[src/rtl/fetch_stage.sv]
// Instruction fetch stage: owns the PC, keeps one request in flight and buffers one
// instruction for decode. Optional macro FETCH_PERF_CNT_EN adds a fetch handshake counter.
module fetch_stage #(
  parameter int               XLEN      = 32,
  parameter logic [XLEN-1:0]  RESET_PC  = '0,
  parameter logic [XLEN-1:0]  NOP_INSTR = XLEN'(32'h0000_0013)
) (
  input  logic            clk,
  input  logic            rst_n,
  output logic            imem_req_valid,
  input  logic            imem_req_ready,
  output logic [XLEN-1:0] imem_addr,
  input  logic            imem_rsp_valid,
  input  logic [XLEN-1:0] imem_rsp_data,
  input  logic            redirect_valid,
  input  logic [XLEN-1:0] redirect_pc,
  output logic            id_valid,
  input  logic            id_ready,
  output logic [XLEN-1:0] id_instr,
  output logic [XLEN-1:0] id_pc,
  output logic [6:0]      id_opcode
`ifdef FETCH_PERF_CNT_EN
  ,
  output logic [31:0]     perf_fetch_cnt
`endif
);

  typedef enum logic {S_REQ, S_WAIT} state_t;

  state_t          state, state_next;
  logic [XLEN-1:0] pc, pc_next;
  logic [XLEN-1:0] req_pc, req_pc_next;
  logic            drop, drop_next;
  logic            load;
  logic            id_fire;
  logic            unused_redirect_bits;

  assign id_fire              = id_valid && id_ready;
  assign imem_addr            = pc;
  assign id_opcode            = id_instr[6:0];
  assign unused_redirect_bits = ^redirect_pc[1:0];

  // NOTE: every signal written here gets a default first, so no path leaves a latch behind.
  always_comb begin
    state_next     = state;
    pc_next        = pc;
    req_pc_next    = req_pc;
    drop_next      = drop;
    load           = 1'b0;
    imem_req_valid = 1'b0;
    case (state)
      S_REQ: begin
        // rst_n gates the request so memory never sees a request while reset is held.
        imem_req_valid = rst_n && (!id_valid || id_ready) && !redirect_valid;
        if (imem_req_valid && imem_req_ready) begin
          req_pc_next = pc;
          pc_next     = pc + XLEN'(4);
          state_next  = S_WAIT;
        end
      end
      S_WAIT: begin
        if (imem_rsp_valid) begin
          load       = !drop && !redirect_valid;
          drop_next  = 1'b0;
          state_next = S_REQ;
        end else if (redirect_valid) begin
          drop_next = 1'b1;
        end
      end
      default: state_next = S_REQ;
    endcase
    if (redirect_valid) pc_next = {redirect_pc[XLEN-1:2], 2'b00};
  end

  // NOTE: sequential state uses non-blocking assignments so every flop samples pre-edge values.
  always_ff @(posedge clk or negedge rst_n) begin
    if (!rst_n) begin
      state  <= S_REQ;
      pc     <= RESET_PC;
      req_pc <= '0;
      drop   <= 1'b0;
    end else begin
      state  <= state_next;
      pc     <= pc_next;
      req_pc <= req_pc_next;
      drop   <= drop_next;
    end
  end

  // Flush beats a fresh load, which beats a plain drain of the buffer.
  always_ff @(posedge clk or negedge rst_n) begin
    if (!rst_n) begin
      id_valid <= 1'b0;
      id_instr <= NOP_INSTR;
      id_pc    <= '0;
    end else if (redirect_valid) begin
      id_valid <= 1'b0;
      id_instr <= NOP_INSTR;
    end else if (load) begin
      id_valid <= 1'b1;
      id_instr <= imem_rsp_data;
      id_pc    <= req_pc;
    end else if (id_fire) begin
      id_valid <= 1'b0;
      id_instr <= NOP_INSTR;
    end
  end

`ifdef FETCH_PERF_CNT_EN
  always_ff @(posedge clk or negedge rst_n) begin
    if (!rst_n)       perf_fetch_cnt <= '0;
    else if (id_fire) perf_fetch_cnt <= perf_fetch_cnt + 32'd1;
  end
`endif

endmodule

[config.mk]
export PLATFORM = sky130hd
export DESIGN_NAME = fetch_stage
export DESIGN_NICKNAME = d
export VERILOG_FILES = /design/src/rtl/fetch_stage.sv
export SDC_FILE = /design/constraint.sdc
export NUM_CORES = 1
export LEC_CHECK = 0
export ABC_CLOCK_PERIOD_IN_PS = 2170
export BUFFER_PORTS_ARGS = -buffer_cell sky130_fd_sc_hd__buf_2
export CAP_MARGIN = 10
export CORE_ASPECT_RATIO = 0.7
export CORE_MARGIN = 1.5
export CORE_UTILIZATION = 51
export DETAILED_ROUTE_END_ITERATION = 10
export GPL_TIMING_DRIVEN = 0
export PLACE_DENSITY = 0.92
export SLEW_MARGIN = 20
export SYNTH_ARGS = -nofsm -noshare
export SYNTH_HDL_FRONTEND = slang
export SYNTH_SLANG_ARGS = --single-unit
[constraint.sdc]
create_clock -name clk -period 2.17 [get_ports clk]
set_input_delay 0.1085 -clock clk [delete_from_list [all_inputs] [get_ports clk]]
set_output_delay 0.1085 -clock clk [all_outputs]
set_load 0.05 [all_outputs]
==> out/metrics.csv <==
metric;value;unit
Final setup viols;0;
leak pwr;4.13;nW
crit path to;imem_addr[22]$_DFFE_PN0P_;
Final HPWL DP;11300;um
WL/cell;19.1;um
Syn-to-layout area delta;44.9;%
register area;0.00314;sq mm
CP Max Fanout;7;
setup slack, reg-to-reg;0.05;ns
sequential share of the synthesized area;57.5;%
via count;5697;
most common cell after layout, fill and taps aside;nand2_1;
endpoint class of the critical path;flop;
Skew-Pair Late Insertion Delay;0.42;ns
fin nets;905;
final WL;18700;um
die extent in y;89.5;um
smallest setup slack after layout;0.0505;ns
initial antenna violation count;0;
Max Cap Viol;0;
worst clock skew;0.00784;ns
Post-route DRC;0;
Worst-Margin Slew;0.711;ns
1st-pass router iterations;6;
pre-CTS setup slack;-0.181;ns
dominant synthesized flop cell;dfrtp_1;
status;finished, final reports clean;
Slew headroom;52.6;%
Ys Warns;0;
Root Driver;clkbuf_16;
Arr. time, crit path;2.42;ns
VDD IR-drop max;0.000704;V
minimum clock period;2.12;ns
largest net degree at the start of global routing;82;
die area;0.0113;sq mm
DR iter-0 viols;704;
first-pass GRT wire length;28400;um
Setup crit start;imem_addr[2]$_DFFE_PN0P_;
Fillers;683;
R2R Path Start;imem_addr[2]$_DFFE_PN0P_;
# clock sinks;125;
r2r endpoint;imem_addr[22]$_DFFE_PN0P_;
n_diodes;0;
total CTS buffers;17;
GPL Wtd Cong;0.956;
most frequent cells in the layout;211 x nand2_1, 172 x buf_2, 115 x dfrtp_1, 63 x dlygate4sd3_1, 29 x a22o_1;
post-DR vias/cell;5.82;
die width;127;um
area of the multi-input gates;0.00212;sq mm
GRT Util Overall;33.3;%
Mean Syn Cell Area;9.52;sq um
fmax;0.472;GHz
unrepaired setup endpoints after global routing;yes;
CTS tree;yes;
Worst Path Required;2.47;ns
synthesized netlist cell count;572;
Ports;175;
share of layout cells above drive strength 1;30.1;%
CTS HTree Levels;4;
number of port buffers;167;
crit start category;flop;
overflow left after global routing;0;
Tcrit/Tclk final;97.7;%
Post-synth ARST share;100;%
number of global-route vias before repair;5440;
Worst-path clk slew;0.06;ns
# rows;31;
post-route ant nets;0;
Post-synth EDFFs;0;
Final Max Tran Viols;0;
clock buffer depth;2;
R2R cell count;6;
Initial Util;52.6;%
Crit Path Category;flop to flop;
FF+latch count, synth;125;
HP Class;primary input to flop;
Power Dens Cells;1040;mW/mm^2
Synth Cell Area;0.00545;sq mm
Synth cell types;49;
core area;0.0104;sq mm
final hold violations;0;
hold slack;0.0206;ns
## layout make-up
type / count / area share, %
multi-input cells: 400 / 26.8
flip-flops and latches: 125 / 39.8
repair buffers: 242 / 20.3
inverters: 6 / 0.285
plain buffers: 42 / 2.79
clock buffers: 17 / 5.39
well taps: 132 / 2.09
clock inverters: 15 / 2.49
## synth_stat cells, types with 4 or more instances
master	count	area share, %
a221o_1	6	1.1
buf_2	6	0.55
a22o_1	29	4.7
and3_1	10	1.1
a21oi_1	6	0.55
buf_4	11	1.5
o21ai_0	26	2.4
nand3_1	18	1.7
dfrtp_1	122	56
inv_1	6	0.41
a31oi_1	7	0.80
nor2_1	14	0.96
nand2_1	211	15
nand4_1	5	0.57
clkbuf_1	24	1.7
o211ai_1	4	0.55
o311ai_0	10	1.6
## logic make-up after synthesis
logic type	count (synthesis)	synth area share, %
buffers and inverters	50	4.34
DFF	125	57.5
xor gates and xnor gates	2	0.322
adders and majority gates	1	0.230
and+or+nand+nor	287	23.1
other	1	0.0688
muxes	2	0.367
AOI/OAI and AO/OA	104	14.1
## sequential cells by signal, summed over array words and instances, names as in the netlist
name       count
state          1
imem_addr     30
drop           1
id_valid       1
id_pc         30
req_pc        30
id_instr      32
## power by group
part / switching, mW / leakage (nW) / internal, mW
clock: 1.08 / 0.295 / 1.92
combinational: 1.62 / 2.23 / 0.558
sequential: 0.311 / 1.61 / 2.74
## metal layers
metal	global-route usage [%]	up-vias	part of all wire, %
met1	43.0	2732	39
met2	54.5	411	48
met3	8.80	61	10
met4	14.0	0	2.3
li1	-	2493	-
met5	0	-	0
## what timing repair did
action / in CTS / in global routing
endpoints found under the setup margin: 2 / 71
pin swaps: 2 / 3
hold endpoints to repair: 107 / 0
hold buffers: 64 / 0
setup buffers: 0 / 10
gates resized for setup: 3 / 20
## critical path: stages (launching register included)
cell and delay [ns]:
dfrtp_2 0.44, ha_1 0.28, nand4_1 0.27, buf_4 0.24
nor4_1 0.35, o21ai_0 0.13, a221o_1 0.30
## per-stage QoR
| step | TNS (ns) | util, % | power [mW] | cell area [sq um] | cells |
|---|---|---|---|---|---|
| finish | 0 | 76.2 | 8.24 | 7890 | 979 |
| CTS | 0 | 75.2 | 8.18 | 7790 | 971 |
| floorplan | -0.0417 | - | 4.49 | 5470 | 575 |
| detailed placement | -0.181 | 62.8 | 5.10 | 6500 | 875 |
| global placement | -199.98 | 62.5 | 5.04 | 6470 | 874 |
| global route | -0.0786 | 76.2 | 8.52 | 7890 | 979 |
## how the worst min path moves through the flow
stage	from	endpoint	slack [ns]	depth (start not counted)
finish	redirect_pc[31]	imem_addr[31]$_DFFE_PN0P_	0.02	3
global route	redirect_pc[31]	imem_addr[31]$_DFFE_PN0P_	0.02	3
CTS	redirect_pc[31]	imem_addr[31]$_DFFE_PN0P_	0.007	3
detailed placement	rst_n	id_instr[2]$_DFFE_PN0P_	0.07	1
global placement	imem_rsp_valid	state$_DFF_PN0_	0.32	2
floorplan	rst_n	drop$_DFFE_PN0P_	-0.19	0
(Power assumes the default switching activity.)
